`src/rtl/cl_decode_pipe_pkg.sv`:
```
// Shared decode definitions: opcode encoding, instruction layout and the
// control bundle produced by the decoder.
package cl_decode_pipe_pkg;

  localparam int OPC_W = 5;

  typedef enum logic [OPC_W-1:0] {
    OP_NOP  = 5'd0,
    OP_ADDU = 5'd1,
    OP_SUBU = 5'd2,
    OP_SLLV = 5'd3,
    OP_SRAV = 5'd4,
    OP_SRLV = 5'd5,
    OP_AND  = 5'd6,
    OP_OR   = 5'd7,
    OP_NOR  = 5'd8,
    OP_SLT  = 5'd9,
    OP_SLTU = 5'd10,
    OP_MOV  = 5'd11,
    OP_JALR = 5'd12,
    OP_LW   = 5'd13,
    OP_LBU  = 5'd14,
    OP_SW   = 5'd15,
    OP_SB   = 5'd16,
    OP_BEQ  = 5'd17,
    OP_BNE  = 5'd18,
    OP_J    = 5'd19
  } opcode_e;

  typedef struct packed {
    opcode_e     opcode;
    logic [10:0] operand;
  } instruction_s;

  typedef struct packed {
    logic is_load;
    logic writes_rf;
    logic is_store;
    logic is_mem;
    logic is_byte;
  } decode_ctrl_s;

endpackage

```
`src/rtl/cl_decode_pipe_ctrl.sv`:
```
// Combinational opcode-class decoder.
// Opcodes outside the listed classes decode to all-zero control.
module cl_decode_ctrl
  import cl_decode_pipe_pkg::*;
(
  input  opcode_e      opcode_i,
  output decode_ctrl_s ctrl_o
);

  always_comb begin
    ctrl_o = '0;
    unique case (1'b1)
      (opcode_i inside {OP_ADDU, OP_SUBU, OP_SLLV, OP_SRAV,
                        OP_SRLV, OP_AND, OP_OR, OP_NOR,
                        OP_SLT, OP_SLTU, OP_MOV, OP_JALR}): begin
        ctrl_o.writes_rf = 1'b1;
      end
      (opcode_i == OP_LW): begin
        ctrl_o.is_load   = 1'b1;
        ctrl_o.writes_rf = 1'b1;
        ctrl_o.is_mem    = 1'b1;
      end
      (opcode_i == OP_LBU): begin
        ctrl_o.is_load   = 1'b1;
        ctrl_o.writes_rf = 1'b1;
        ctrl_o.is_mem    = 1'b1;
        ctrl_o.is_byte   = 1'b1;
      end
      (opcode_i == OP_SW): begin
        ctrl_o.is_store = 1'b1;
        ctrl_o.is_mem   = 1'b1;
      end
      (opcode_i == OP_SB): begin
        ctrl_o.is_store = 1'b1;
        ctrl_o.is_mem   = 1'b1;
        ctrl_o.is_byte  = 1'b1;
      end
      default: ;
    endcase
  end

endmodule

```
`src/rtl/cl_decode_pipe.sv`:
```
// Registered decode stage with load-use scoreboard and interlock.
// Optional stall counter output enabled by DECODE_STALL_CNT_EN.
module cl_decode_pipe
  import cl_decode_pipe_pkg::*;
#(
  parameter int INSTR_W   = 16,
  parameter int RF_ADDR_W = 5,
  parameter int LOAD_LAT  = 2
) (
  input  logic                 clk,
  input  logic                 reset,
  input  logic                 in_valid_i,
  output logic                 in_ready_o,
  input  logic [INSTR_W-1:0]   instruction_i,
  input  logic [RF_ADDR_W-1:0] src_a_addr_i,
  input  logic [RF_ADDR_W-1:0] src_b_addr_i,
  input  logic [RF_ADDR_W-1:0] dst_addr_i,
  input  logic                 flush_i,
  output logic                 out_valid_o,
  input  logic                 out_ready_i,
  output logic [INSTR_W-1:0]   instruction_o,
  output logic [RF_ADDR_W-1:0] dst_addr_o,
  output logic                 is_load_op_o,
  output logic                 op_writes_rf_o,
  output logic                 is_store_op_o,
  output logic                 is_mem_op_o,
  output logic                 is_byte_op_o
`ifdef DECODE_STALL_CNT_EN
  ,
  output logic [31:0]          stall_cnt_o
`endif
);

  // The stage itself covers the fire cycle, so the oldest slot is the
  // cycle the result becomes forwardable and no longer interlocks.
  localparam logic [LOAD_LAT-1:0] HAZ_MASK = {LOAD_LAT{1'b1}} >> 1;

  decode_ctrl_s dec_ctrl;
  decode_ctrl_s ctrl_d, ctrl_q;

  logic                 out_valid_d, out_valid_q;
  logic [INSTR_W-1:0]   instr_d, instr_q;
  logic [RF_ADDR_W-1:0] dst_d, dst_q;

  logic [LOAD_LAT-1:0]                sb_v_d, sb_v_q;
  logic [LOAD_LAT-1:0][RF_ADDR_W-1:0] sb_a_d, sb_a_q;

  logic hit_a, hit_b, hazard;
  logic in_fire, out_fire;

  cl_decode_ctrl u_ctrl (
    .opcode_i (opcode_e'(instruction_i[INSTR_W-1 -: OPC_W])),
    .ctrl_o   (dec_ctrl)
  );

  always_comb begin
    hit_a = 1'b0;
    hit_b = 1'b0;
    for (int i = 0; i < LOAD_LAT; i++) begin
      if (sb_v_q[i] && HAZ_MASK[i]) begin
        hit_a = hit_a | (sb_a_q[i] == src_a_addr_i);
        hit_b = hit_b | (sb_a_q[i] == src_b_addr_i);
      end
    end
    if (out_valid_q && ctrl_q.is_load) begin
      hit_a = hit_a | (dst_q == src_a_addr_i);
      hit_b = hit_b | (dst_q == src_b_addr_i);
    end
    hazard = in_valid_i &&
             ((hit_a && (src_a_addr_i != '0)) ||
              (hit_b && (src_b_addr_i != '0)));
  end

  assign in_ready_o = !reset && (!out_valid_q || out_ready_i) &&
                      !hazard && !flush_i;
  assign in_fire    = in_valid_i && in_ready_o;
  assign out_fire   = out_valid_q && out_ready_i;

  always_comb begin
    out_valid_d = out_valid_q;
    instr_d     = instr_q;
    dst_d       = dst_q;
    ctrl_d      = ctrl_q;
    if (in_fire) begin
      out_valid_d      = 1'b1;
      instr_d          = instruction_i;
      dst_d            = dst_addr_i;
      ctrl_d           = dec_ctrl;
      ctrl_d.writes_rf = dec_ctrl.writes_rf && (dst_addr_i != '0);
    end else if (flush_i || out_fire) begin
      out_valid_d = 1'b0;
    end
  end

  always_comb begin
    sb_v_d = sb_v_q;
    sb_a_d = sb_a_q;
    for (int i = LOAD_LAT - 1; i > 0; i--) begin
      sb_v_d[i] = sb_v_q[i-1];
      sb_a_d[i] = sb_a_q[i-1];
    end
    sb_v_d[0] = out_fire && ctrl_q.is_load && (dst_q != '0);
    sb_a_d[0] = dst_q;
  end

  always_ff @(posedge clk) begin
    if (reset) begin
      out_valid_q <= 1'b0;
      instr_q     <= '0;
      dst_q       <= '0;
      ctrl_q      <= '0;
      sb_v_q      <= '0;
      sb_a_q      <= '0;
    end else begin
      out_valid_q <= out_valid_d;
      instr_q     <= instr_d;
      dst_q       <= dst_d;
      ctrl_q      <= ctrl_d;
      sb_v_q      <= sb_v_d;
      sb_a_q      <= sb_a_d;
    end
  end

  assign out_valid_o    = out_valid_q;
  assign instruction_o  = instr_q;
  assign dst_addr_o     = dst_q;
  assign is_load_op_o   = ctrl_q.is_load;
  assign op_writes_rf_o = ctrl_q.writes_rf;
  assign is_store_op_o  = ctrl_q.is_store;
  assign is_mem_op_o    = ctrl_q.is_mem;
  assign is_byte_op_o   = ctrl_q.is_byte;

`ifdef DECODE_STALL_CNT_EN
  logic [31:0] stall_cnt_d, stall_cnt_q;

  always_comb begin
    stall_cnt_d = stall_cnt_q;
    if (hazard && (stall_cnt_q != '1)) begin
      stall_cnt_d = stall_cnt_q + 32'd1;
    end
  end

  always_ff @(posedge clk) begin
    if (reset) begin
      stall_cnt_q <= '0;
    end else begin
      stall_cnt_q <= stall_cnt_d;
    end
  end

  assign stall_cnt_o = stall_cnt_q;
`endif

endmodule
```
`config.mk`:
```
export PLATFORM = sky130hd
export DESIGN_NAME = cl_decode_pipe
export DESIGN_NICKNAME = d
export VERILOG_FILES = /design/src/rtl/cl_decode_pipe_pkg.sv /design/src/rtl/cl_decode_pipe_ctrl.sv /design/src/rtl/cl_decode_pipe.sv
export SDC_FILE = /design/constraint.sdc
export NUM_CORES = 1
export LEC_CHECK = 0
export CORE_MARGIN = 2
export CORE_UTILIZATION = 41
export DETAILED_ROUTE_END_ITERATION = 6
export GPL_TIMING_DRIVEN = 0
export PLACE_DENSITY = 0.75
export SETUP_SLACK_MARGIN = 0.2
export SYNTH_ARGS = -nofsm -noshare
export SYNTH_HDL_FRONTEND = slang
export SYNTH_SLANG_ARGS = --single-unit
```
`constraint.sdc`:
```
create_clock -name clk -period 7.9 [get_ports clk]
set_clock_uncertainty 0.05 [all_clocks]
set_input_delay 2.37 -clock clk [delete_from_list [all_inputs] [get_ports clk]]
set_output_delay 2.37 -clock clk [all_outputs]
set_load 0.1 [all_outputs]
```
# Yosys cells after proc, flatten, opt, wreduce, memory -nomap -nowiden
# Index checks and enable logic that the tools add are counted.
# classes
n_eq_ne,20
n_reduce_logical,30
mux,11
n_bitwise,2
# ops
op,count
== test 5 x 4 -> 1 bit (second input constant),8
== test 5 x 3 -> 1 bit (second input constant),4
== test 5 bit,4
nonzero test 5 bit,4
logical AND 1 bit,12
nonzero test 12 bit,1
2-to-1 mux 1 bit,11
== test 5 x 2 -> 1 bit (second input constant),2
OR reduction 2 bit,3
== test 5 x 1 -> 1 bit (second input constant),1
== test 5 bit (second input constant),1
zero test 1 bit,4
OR reduction 4 bit,1
logical OR 1 bit,3
OR reduction 3 bit,1
bitwise OR 1 bit,2
nonzero test 2 bit,1
# totals
in_bits,36
elab_cells,73
reg_bits,33

# Logic depth before layout (Yosys ltp)
# Gate-level depths: netlist (run 1).
# depth
depth_word,12
depth_mapped,6

# By module
# Synthesis (run 1) repeated with hierarchy kept, for this count alone.
# unflattened
cells_unflattened,186
area_unflattened_um2,1661.6
# modules_own_cells
module,area_each_um2,cells_each,n_inst
cl_decode_pipe,1576.5,173,1
cl_decode_ctrl,85.1,13,1

# Worst setup path before layout (run 1)
# OpenSTA, ideal clock, no wires.
# synth_timing
kind,input to output
start,input src_b_addr_i[1]
end,output in_ready_o
path_slack_ns,-0.031
path_buffers,0
stages,5
arrival_time_ns,5.511
cell_sequence,or4_1 -> o211ai_1 -> o22a_2 -> nand2_1 -> a21boi_0
# synth_via
elab_chain_cells,10
word_cells_on_any_way,12
# synth_rtl
element,line,rtl
start: declaration,cl_decode_pipe.sv:16,"input logic [RF_ADDR_W-1:0] src_b_addr_i,"
== test 5 bit,cl_decode_pipe.sv:62,hit_b = hit_b | (sb_a_q[i] == src_b_addr_i);
2-to-1 mux 1 bit,cl_decode_pipe.sv:60,if (sb_v_q[i] && HAZ_MASK[i]) begin
bitwise OR 1 bit,cl_decode_pipe.sv:67,hit_b = hit_b | (dst_q == src_b_addr_i);
2-to-1 mux 1 bit,cl_decode_pipe.sv:65,if (out_valid_q && ctrl_q.is_load) begin
logical AND 1 bit (*),cl_decode_pipe.sv:71,(hit_b && (src_b_addr_i != '0)));
logical OR 1 bit (*),cl_decode_pipe.sv:70,((hit_a && (src_a_addr_i != '0)) ||
logical AND 1 bit (*),cl_decode_pipe.sv:69,hazard = in_valid_i &&
zero test 1 bit (*),cl_decode_pipe.sv:75,!hazard && !flush_i;
logical AND 1 bit (*),cl_decode_pipe.sv:74,assign in_ready_o = !reset && (!out_valid_q || out_ready_i) &&
logical AND 1 bit (*),cl_decode_pipe.sv:75,
end: declaration,cl_decode_pipe.sv:13,"output logic in_ready_o,"
# Every way passes the cells marked *; elsewhere a longest branch is shown, timed or not.

# Worst setup path after layout (run 1)
# Ends and elaborated chain as after synthesis.

==> tab_implementation.tex, run 1 <==
\begin{tabular}{lr}
\hline
Metric & Value \\
\hline
\multicolumn{2}{l}{\textbf{Floorplan}} \\
Number of primary I/O pins & 64 \\
Total die area & 0.00465 mm2 \\
Horiz. Die Dim & 68.2 um \\
Area of the core & 0.00397 mm2 \\
Die Y-Extent & 68.2 um \\
Starting Density & 42.5\% \\
Placement Rows & 23 \\
\multicolumn{2}{l}{\textbf{CTS}} \\
Clock latency of the later-clocked register in the worst-skew pair & 0.28 ns \\
Max Buffers Root-to-Sink & 2 \\
Post-CTS repair timing setup buffer count & 0 \\
Clock Pin Slew Worst Setup and Hold Paths & 0.06 ns \\
CTS tree & built \\
CTS Root Cell & sky130\_fd\_sc\_hd\_\_clkbuf\_8 \\
Number of buffers added to fix hold violations after cts & 0 \\
Sink Count & 33 \\
Number of buffers inserted during clock tree synthesis & 5 \\
H-Tree Level Count & 2 \\
\multicolumn{2}{l}{\textbf{Routing}} \\
DRC viols & 0 \\
Initial DRC count & 63 \\
Detailed-router iteration count before antenna repair & 4 \\
Routed len/inst & 13.7 um \\
Vias & 1,334 \\
Number of nets with antenna violations after detailed routing & 0 \\
Via density & 4.87 \\
Drt total wl & 3750 um \\
\multicolumn{2}{l}{\textbf{Power and ir drop}} \\
Share of total power in sequential cells & 42.7\% \\
Share of total power in the clock network & 27.6\% \\
Power Internal & 286 uW \\
Maximum vdd ir drop & 0.000130 V \\
Leakage power & 0.969 nW \\
Switching share of power & 32.3\% \\
Power dissipated by switching net loads & 137 uW \\
Comb power frac & 29.7\% \\
Pwr Density & 172 mW/mm2 \\
\multicolumn{2}{l}{\textbf{Yosys}} \\
Proportion of synthesized flip-flops having asynchronous set or reset & 0\% \\
Yosys Warn Count & 0 \\
Number of instances in the synthesized netlist & 154 \\
Top cells by area in the synthesized netlist & sky130\_fd\_sc\_hd\_\_dfxtp\_1 (39\%), sky130\_fd\_sc\_hd\_\_mux2\_4 (15\%), sky130\_fd\_sc\_hd\_\_xnor2\_1 (11\%) \\
Number of distinct library cells after synthesis & 30 \\
Syn\_nets & 190 \\
Cell area after synthesis & 0.00169 mm2 \\
Synthesis-stage register bit count & 33 \\
Avg Synthesized Cell Area & 11.0 um2 \\
Register area share after synthesis & 39.1\% \\
Top cell type's share of synthesized area & 39.1\% \\
Area leader, netlist & sky130\_fd\_sc\_hd\_\_dfxtp\_1 \\
Top flip-flop cell by instance count after synthesis & sky130\_fd\_sc\_hd\_\_dfxtp\_1 \\
Number of flops mapped to enable cells by yosys & 0 \\
\multicolumn{2}{l}{\textbf{Critical path}} \\
Arrival time of the worst setup path & 4.79 ns \\
Register-to-register path setup slack & 6.09 ns \\
Worst reg-to-reg path cell count & 6 \\
Worst reg2reg path endpoint & instruction\_o[12]\$\_SDFFE\_PP0P\_ \\
Highest fanout seen on the critical path & 4 \\
Critical path data required time & 5.48 ns \\
Worst reg2reg path startpoint & dst\_addr\_o[4]\$\_SDFFE\_PP0P\_ \\
Endpoint kind of the worst setup timing path & output port \\
Critical path class & in2out \\
Launching element type of the critical path & primary input \\
\multicolumn{2}{l}{\textbf{GRT}} \\
Total Routing Usage GR & 17.5\% \\
Leftover overflow at the end of global routing & 0 \\
Vias in the first global route & 1,304 \\
Largest net degree at the start of global routing & 11 \\
Antenna violations before repair & 0 \\
Wire length of the first global-routing pass & 6030 um \\
\multicolumn{2}{l}{\textbf{Layout}} \\
Number of antenna diodes & 0 \\
Register area & 661 um2 \\
Most used cells in the layout excluding fill and tap cells & sky130\_fd\_sc\_hd\_\_clkdlybuf4s50\_1 (61), sky130\_fd\_sc\_hd\_\_dfxtp\_1 (33), sky130\_fd\_sc\_hd\_\_nor2b\_1 (23) \\
Most common cell after layout, fill and taps aside & sky130\_fd\_sc\_hd\_\_clkdlybuf4s50\_1 \\
Number of inserted filler cells in the final layout & 340 \\
Area used by multi-input combinational logic & 953 um2 \\
Final net count & 259 \\
Area delta synth->final & 45.3\% \\
Post-route non-filler standard cell count & 274 \\
Share of final-layout standard cells stronger than drive strength 1 & 17.4\% \\
\multicolumn{2}{l}{\textbf{Timing}} \\
Fin Setup TNS & 0 ns \\
Slew at the pin closest to its max-slew limit & 0.994 ns \\
Post-route minimum period & 7.21 ns \\
Setup repair after global routing missed its margin & no \\
Setup Viol. Count Final & 0 \\
Post-route fraction of the period consumed by the critical path & 91.2\% \\
Worst slew margin & 33.5\% \\
Hold Slack & 0.436 ns \\
Count of pins over their slew limit & 0 \\
Maximum clock frequency & 0.139 GHz \\
Count of final hold-check violations & 0 \\
\multicolumn{2}{l}{\textbf{Hold path}} \\
Worst Min Path Start & instruction\_o[15]\$\_SDFFE\_PP0P\_ \\
Min-Delay Path Depth & 2 \\
Worst Hold Path EP & instruction\_o[15]\$\_SDFFE\_PP0P\_ \\
Hold WC Path Type & reg2reg \\
\multicolumn{2}{l}{\textbf{Place}} \\
Detail Placement HPWL & 2860 um \\
\# port buffers & 62 \\
GP Congestion & 0.755 \\
Placed cells & 266 \\
\multicolumn{2}{l}{\textbf{Status}} \\
Outcome & completed \\
\multicolumn{2}{l}{\textbf{Run}} \\
Number of max-cap violations & 0 \\
\hline
\end{tabular}
cells in the mapped netlist (2+ instances only):
cell	number
sky130_fd_sc_hd__nand2b_1	3
sky130_fd_sc_hd__o22a_2	2
sky130_fd_sc_hd__and2_1	2
sky130_fd_sc_hd__mux2_2	6
sky130_fd_sc_hd__nor2_1	5
sky130_fd_sc_hd__nand2_1	2
sky130_fd_sc_hd__nor2b_1	23
sky130_fd_sc_hd__o211ai_1	5
sky130_fd_sc_hd__nand4_1	4
sky130_fd_sc_hd__nor3_1	2
sky130_fd_sc_hd__mux2i_1	2
sky130_fd_sc_hd__clkbuf_1	3
sky130_fd_sc_hd__buf_6	2
sky130_fd_sc_hd__dfxtp_1	33
sky130_fd_sc_hd__buf_4	5
sky130_fd_sc_hd__xnor2_1	21
sky130_fd_sc_hd__or4_1	5
sky130_fd_sc_hd__mux2_4	17
layout make-up:
cell class                      instances  share of cell area (%)
Sequential cell                        33                    26.9
Multi-Input combinational cell        110                    38.8
Tap cell                               50                    2.55
Clock buffer                            8                    3.26
Buffer                                 10                    2.91
Timing Repair Buffer                   62                    25.4
Inverter                                1                   0.153
how the worst max path moves through the flow:
stage	to	cells past startpoint	slack, ns	start
2_1_floorplan	in_ready_o	5	0.71	src_b_addr_i[1]
3_3_place_gp	in_ready_o	7	0.29	src_b_addr_i[1]
3_5_place_dp	in_ready_o	7	0.29	src_b_addr_i[1]
4_1_cts	in_ready_o	7	0.28	src_b_addr_i[1]
5_1_grt	in_ready_o	7	0.58	src_b_addr_i[1]
6_report	in_ready_o	7	0.69	src_b_addr_i[1]
critical path, stage by stage:
cell and delay (ns):
sky130_fd_sc_hd__clkdlybuf4s50_1 0.47, sky130_fd_sc_hd__or4_1 0.59, sky130_fd_sc_hd__o211ai_1 0.19, sky130_fd_sc_hd__o22a_2 0.21, sky130_fd_sc_hd__nand2_1 0.06, sky130_fd_sc_hd__a21boi_1 0.14
sky130_fd_sc_hd__dlymetal6s2s_1 0.76
logic make-up (layout without fill, tap and decap cells):
kind of cell	count (synthesis)	in the layout	synth area share, %
mux	25	25	20.3
compound gates	14	14	6.59
buf+inv	11	81	4.44
flops	33	33	39.1
simple gates	50	50	18.7
xor+xnor	21	21	10.9
metal layers:
layer  GRT usage (%)  share of wire [%]  vias up
li1                -                  -      672
met1            22.5                 45      615
met2            27.4                 47       43
met3            6.74                7.6        4
met4            4.50               0.53        0
met5               0                  0        -
sequential cells by signal, summed over array words and instances, names as in the netlist:
register        flops
dst_addr_o          5
instruction_o      16
is_byte_op_o        1
is_load_op_o        1
is_mem_op_o         1
is_store_op_o       1
op_writes_rf_o      1
out_valid_o         1
sb_a_d              5
sb_v_q              1
power groups by stage:
stage	sequential [mW]	clock [mW]	combinational, mW
3_3_place_gp	0.184	0	0.125
5_1_grt	0.181	0.129	0.132
3_5_place_dp	0.184	0	0.126
4_1_cts	0.180	0.120	0.126
2_1_floorplan	0.223	0	0.0460
6_report	0.180	0.117	0.126
metrics by stage:
| step | area [um2] | setup slack [ns] | total power, mW | util, % |
|---|---|---|---|---|
| 5_1_grt | 2450 | 0.578 | 0.442 | 61.8 |
| 4_1_cts | 2450 | 0.278 | 0.427 | 61.8 |
| 2_1_floorplan | 1690 | 0.706 | 0.269 | - |
| 3_5_place_dp | 2370 | 0.288 | 0.310 | 59.7 |
| 3_3_place_gp | 2370 | 0.294 | 0.309 | 59.7 |
| 6_report | 2450 | 0.693 | 0.423 | 61.8 |
what timing repair did:
item / in CTS / in global routing
setup endpoints to repair: 0 / 1
hold endpoints to repair: 0 / 0
resized for setup: 0 / 1
No activity file was read; power rests on OpenSTA's default activity.
==> run 2: changes to the inputs <==
Settings changed: CORE_UTILIZATION 41 to 39, TNS_END_PERCENT set to 5.
Clock period 7.9 ns to 6.12 ns, I/O delays scaled along.
==> tab_implementation.tex, run 2 (synthesis results as in run 1) <==
\begin{tabular}{lr}
\hline
Metric & Value \\
\hline
\multicolumn{2}{l}{\textbf{Timing}} \\
Setup repair after global routing missed its margin & no (unchanged) \\
Setup Viol. Count Final & 0 (unchanged) \\
Maximum clock frequency & 0.172 GHz \\
Slew at the pin closest to its max-slew limit & 0.997 ns (was 0.994 ns) \\
Count of pins over their slew limit & 0 (unchanged) \\
Post-route fraction of the period consumed by the critical path & 95.2\% \\
Hold Slack & 0.428 ns (was 0.436 ns) \\
Worst slew margin & 33.3\% (was 33.5\%) \\
Post-route minimum period & 5.83 ns \\
Count of final hold-check violations & 0 (unchanged) \\
\multicolumn{2}{l}{\textbf{Place}} \\
Detail Placement HPWL & 2830 um (was 2860 um) \\
GP Congestion & 0.775 (was 0.755) \\
\# port buffers & 62 (unchanged) \\
\multicolumn{2}{l}{\textbf{CTS}} \\
Clock latency of the later-clocked register in the worst-skew pair & 0.28 ns (about the same) \\
H-Tree Level Count & 2 (unchanged) \\
Number of buffers inserted during clock tree synthesis & 5 (unchanged) \\
CTS Root Cell & sky130\_fd\_sc\_hd\_\_clkbuf\_8 (unchanged) \\
CTS tree & built (unchanged) \\
Number of buffers added to fix hold violations after cts & 0 (unchanged) \\
Total of cells resized after clock tree synthesis & 5 (was 0) \\
Clock Pin Slew Worst Setup and Hold Paths & 0.06 ns (about the same) \\
Post-CTS repair timing setup buffer count & 0 (unchanged) \\
Max Buffers Root-to-Sink & 2 (unchanged) \\
Sink Count & 33 (unchanged) \\
\multicolumn{2}{l}{\textbf{Power and ir drop}} \\
Maximum vdd ir drop & 0.000166 V (was 0.000130 V) \\
Power dissipated by switching net loads & 178 uW (was 137 uW) \\
Switching share of power & 32.1\% (was 32.3\%) \\
Share of total power in sequential cells & 41.9\% (was 42.7\%) \\
Power Internal & 378 uW (was 286 uW) \\
Final Power & 556 uW (was 423 uW) \\
Pwr Density & 226 mW/mm2 (was 172 mW/mm2) \\
Comb power frac & 28.9\% (was 29.7\%) \\
Leakage power & 0.961 nW (was 0.969 nW) \\
Share of total power in the clock network & 29.1\% (was 27.6\%) \\
\multicolumn{2}{l}{\textbf{Routing}} \\
Routed len/inst & 13.3 um (was 13.7 um) \\
Initial DRC count & 25 (was 63) \\
Drt total wl & 3640 um (was 3750 um) \\
Detailed-router iteration count before antenna repair & 4 (unchanged) \\
Number of nets with antenna violations after detailed routing & 0 (unchanged) \\
Vias & 1,337 (was 1,334) \\
Via density & 4.90 (was 4.87) \\
DRC viols & 0 (unchanged) \\
\multicolumn{2}{l}{\textbf{Floorplan}} \\
Starting Density & 41.3\% (was 42.5\%) \\
Horiz. Die Dim & 69.8 um (was 68.2 um) \\
Area of the core & 0.00409 mm2 (was 0.00397 mm2) \\
Die Y-Extent & 69.8 um (was 68.2 um) \\
Placement Rows & 23 (unchanged) \\
Total die area & 0.00487 mm2 (was 0.00465 mm2) \\
Number of primary I/O pins & 64 (unchanged) \\
\multicolumn{2}{l}{\textbf{Layout}} \\
Final net count & 259 (unchanged) \\
Number of antenna diodes & 0 (unchanged) \\
Most used cells in the layout excluding fill and tap cells & sky130\_fd\_sc\_hd\_\_clkdlybuf4s50\_1 (61), sky130\_fd\_sc\_hd\_\_dfxtp\_1 (33), sky130\_fd\_sc\_hd\_\_nor2b\_1 (23) (unchanged) \\
Share of final-layout standard cells stronger than drive strength 1 & 18.8\% (was 17.4\%) \\
Area delta synth->final & 45.5\% (was 45.3\%) \\
Most common cell after layout, fill and taps aside & sky130\_fd\_sc\_hd\_\_clkdlybuf4s50\_1 (unchanged) \\
Max FFs per register & 16 (unchanged) \\
\multicolumn{2}{l}{\textbf{Hold path}} \\
Worst Min Path Start & instruction\_o[15]\$\_SDFFE\_PP0P\_ (unchanged) \\
Hold WC Path Type & reg2reg (unchanged) \\
Worst Hold Path EP & instruction\_o[15]\$\_SDFFE\_PP0P\_ (unchanged) \\
Min-Delay Path Depth & 2 (unchanged) \\
\multicolumn{2}{l}{\textbf{Run}} \\
Number of max-cap violations & 0 (unchanged) \\
\multicolumn{2}{l}{\textbf{GRT}} \\
Wire length of the first global-routing pass & 6090 um (was 6030 um) \\
Total Routing Usage GR & 15.5\% (was 17.5\%) \\
Antenna violations before repair & 0 (unchanged) \\
Largest net degree at the start of global routing & 11 (unchanged) \\
Leftover overflow at the end of global routing & 0 (unchanged) \\
Vias in the first global route & 1,344 (was 1,304) \\
\multicolumn{2}{l}{\textbf{Critical path}} \\
Worst reg2reg path startpoint & dst\_addr\_o[4]\$\_SDFFE\_PP0P\_ (unchanged) \\
Endpoint kind of the worst setup timing path & output port (unchanged) \\
Launching element type of the critical path & primary input (unchanged) \\
Register-to-register path setup slack & 4.31 ns (was 6.09 ns) \\
Worst reg-to-reg path cell count & 6 (unchanged) \\
Worst reg2reg path endpoint & instruction\_o[3]\$\_SDFFE\_PP0P\_ (was instruction\_o[12]\$\_SDFFE\_PP0P\_) \\
Arrival time of the worst setup path & 3.94 ns (was 4.79 ns) \\
Critical path data required time & 4.23 ns (was 5.48 ns) \\
Critical path class & in2out (unchanged) \\
Highest fanout seen on the critical path & 4 (unchanged) \\
\multicolumn{2}{l}{\textbf{Status}} \\
Outcome & completed (unchanged) \\
\hline
\end{tabular}
## run 2: cell types whose count changed in the layout (fill, tap and decap cells not counted), sizes merged
| cell | previous run | this run |
|---|---|---|
| buf | 7 | 8 |
| clkbuf | 11 | 10 |
| dlymetal6s2s | 1 | 0 |
## run 2: through the flow
stage	cell area [um2]	utilization, %	setup slack, ns	cells	TNS (ns)
after floorplan	1690	-	0.580	154	0
after global placement	2380	58.1	-0.381	266	-0.381
after detailed placement	2380	58.1	-0.402	266	-0.402
after CTS	2460	60.1	0.299	273	0
after global routing	2460	60.1	0.216	273	0
final	2460	60.1	0.294	273	0
## run 2: power groups by stage
stage	sequential [mW]	clock, mW	combinational, mW
after floorplan	0.288	0	0.0595
after global placement	0.238	0	0.161
after detailed placement	0.238	0	0.162
after CTS	0.233	0.167	0.162
after global routing	0.234	0.173	0.169
final	0.233	0.162	0.161
## run 2: layout make-up
class | instances | area, um2
fill | 357 | 1630
multi-input combinational | 110 | 957
sequential | 33 | 661
timing repair buffer | 62 | 616
clock buffer | 7 | 86.3
buffer | 10 | 71.3
tap | 50 | 62.6
inverter | 1 | 3.75
## run 2: worst max-delay path: stages
cell,delay [ns]
sky130_fd_sc_hd__clkdlybuf4s50_1,0.50
sky130_fd_sc_hd__or4_1,0.56
sky130_fd_sc_hd__o211ai_1,0.19
sky130_fd_sc_hd__o22a_2,0.22
sky130_fd_sc_hd__nand2_1,0.08
sky130_fd_sc_hd__a21boi_2,0.12
sky130_fd_sc_hd__buf_2,0.43
## run 2: worst max path at each step
stage	startpoint	to	slack [ns]	depth (start not counted)
detailed placement	src_b_addr_i[2]	in_ready_o	-0.40	7
global placement	src_a_addr_i[1]	in_ready_o	-0.38	7
finish	src_b_addr_i[2]	in_ready_o	0.29	7
global route	src_b_addr_i[2]	in_ready_o	0.22	7
floorplan	src_b_addr_i[1]	in_ready_o	0.58	5
CTS	src_b_addr_i[2]	in_ready_o	0.30	7
## run 2: per-layer routing
layer	GRT usage [%]	part of all wire, %	up-vias
li1	-	-	675
met1	17.8	42	609
met2	26.7	48	45
met4	6.41	1.8	0
met3	4.80	8.3	8
met5	0	0	-
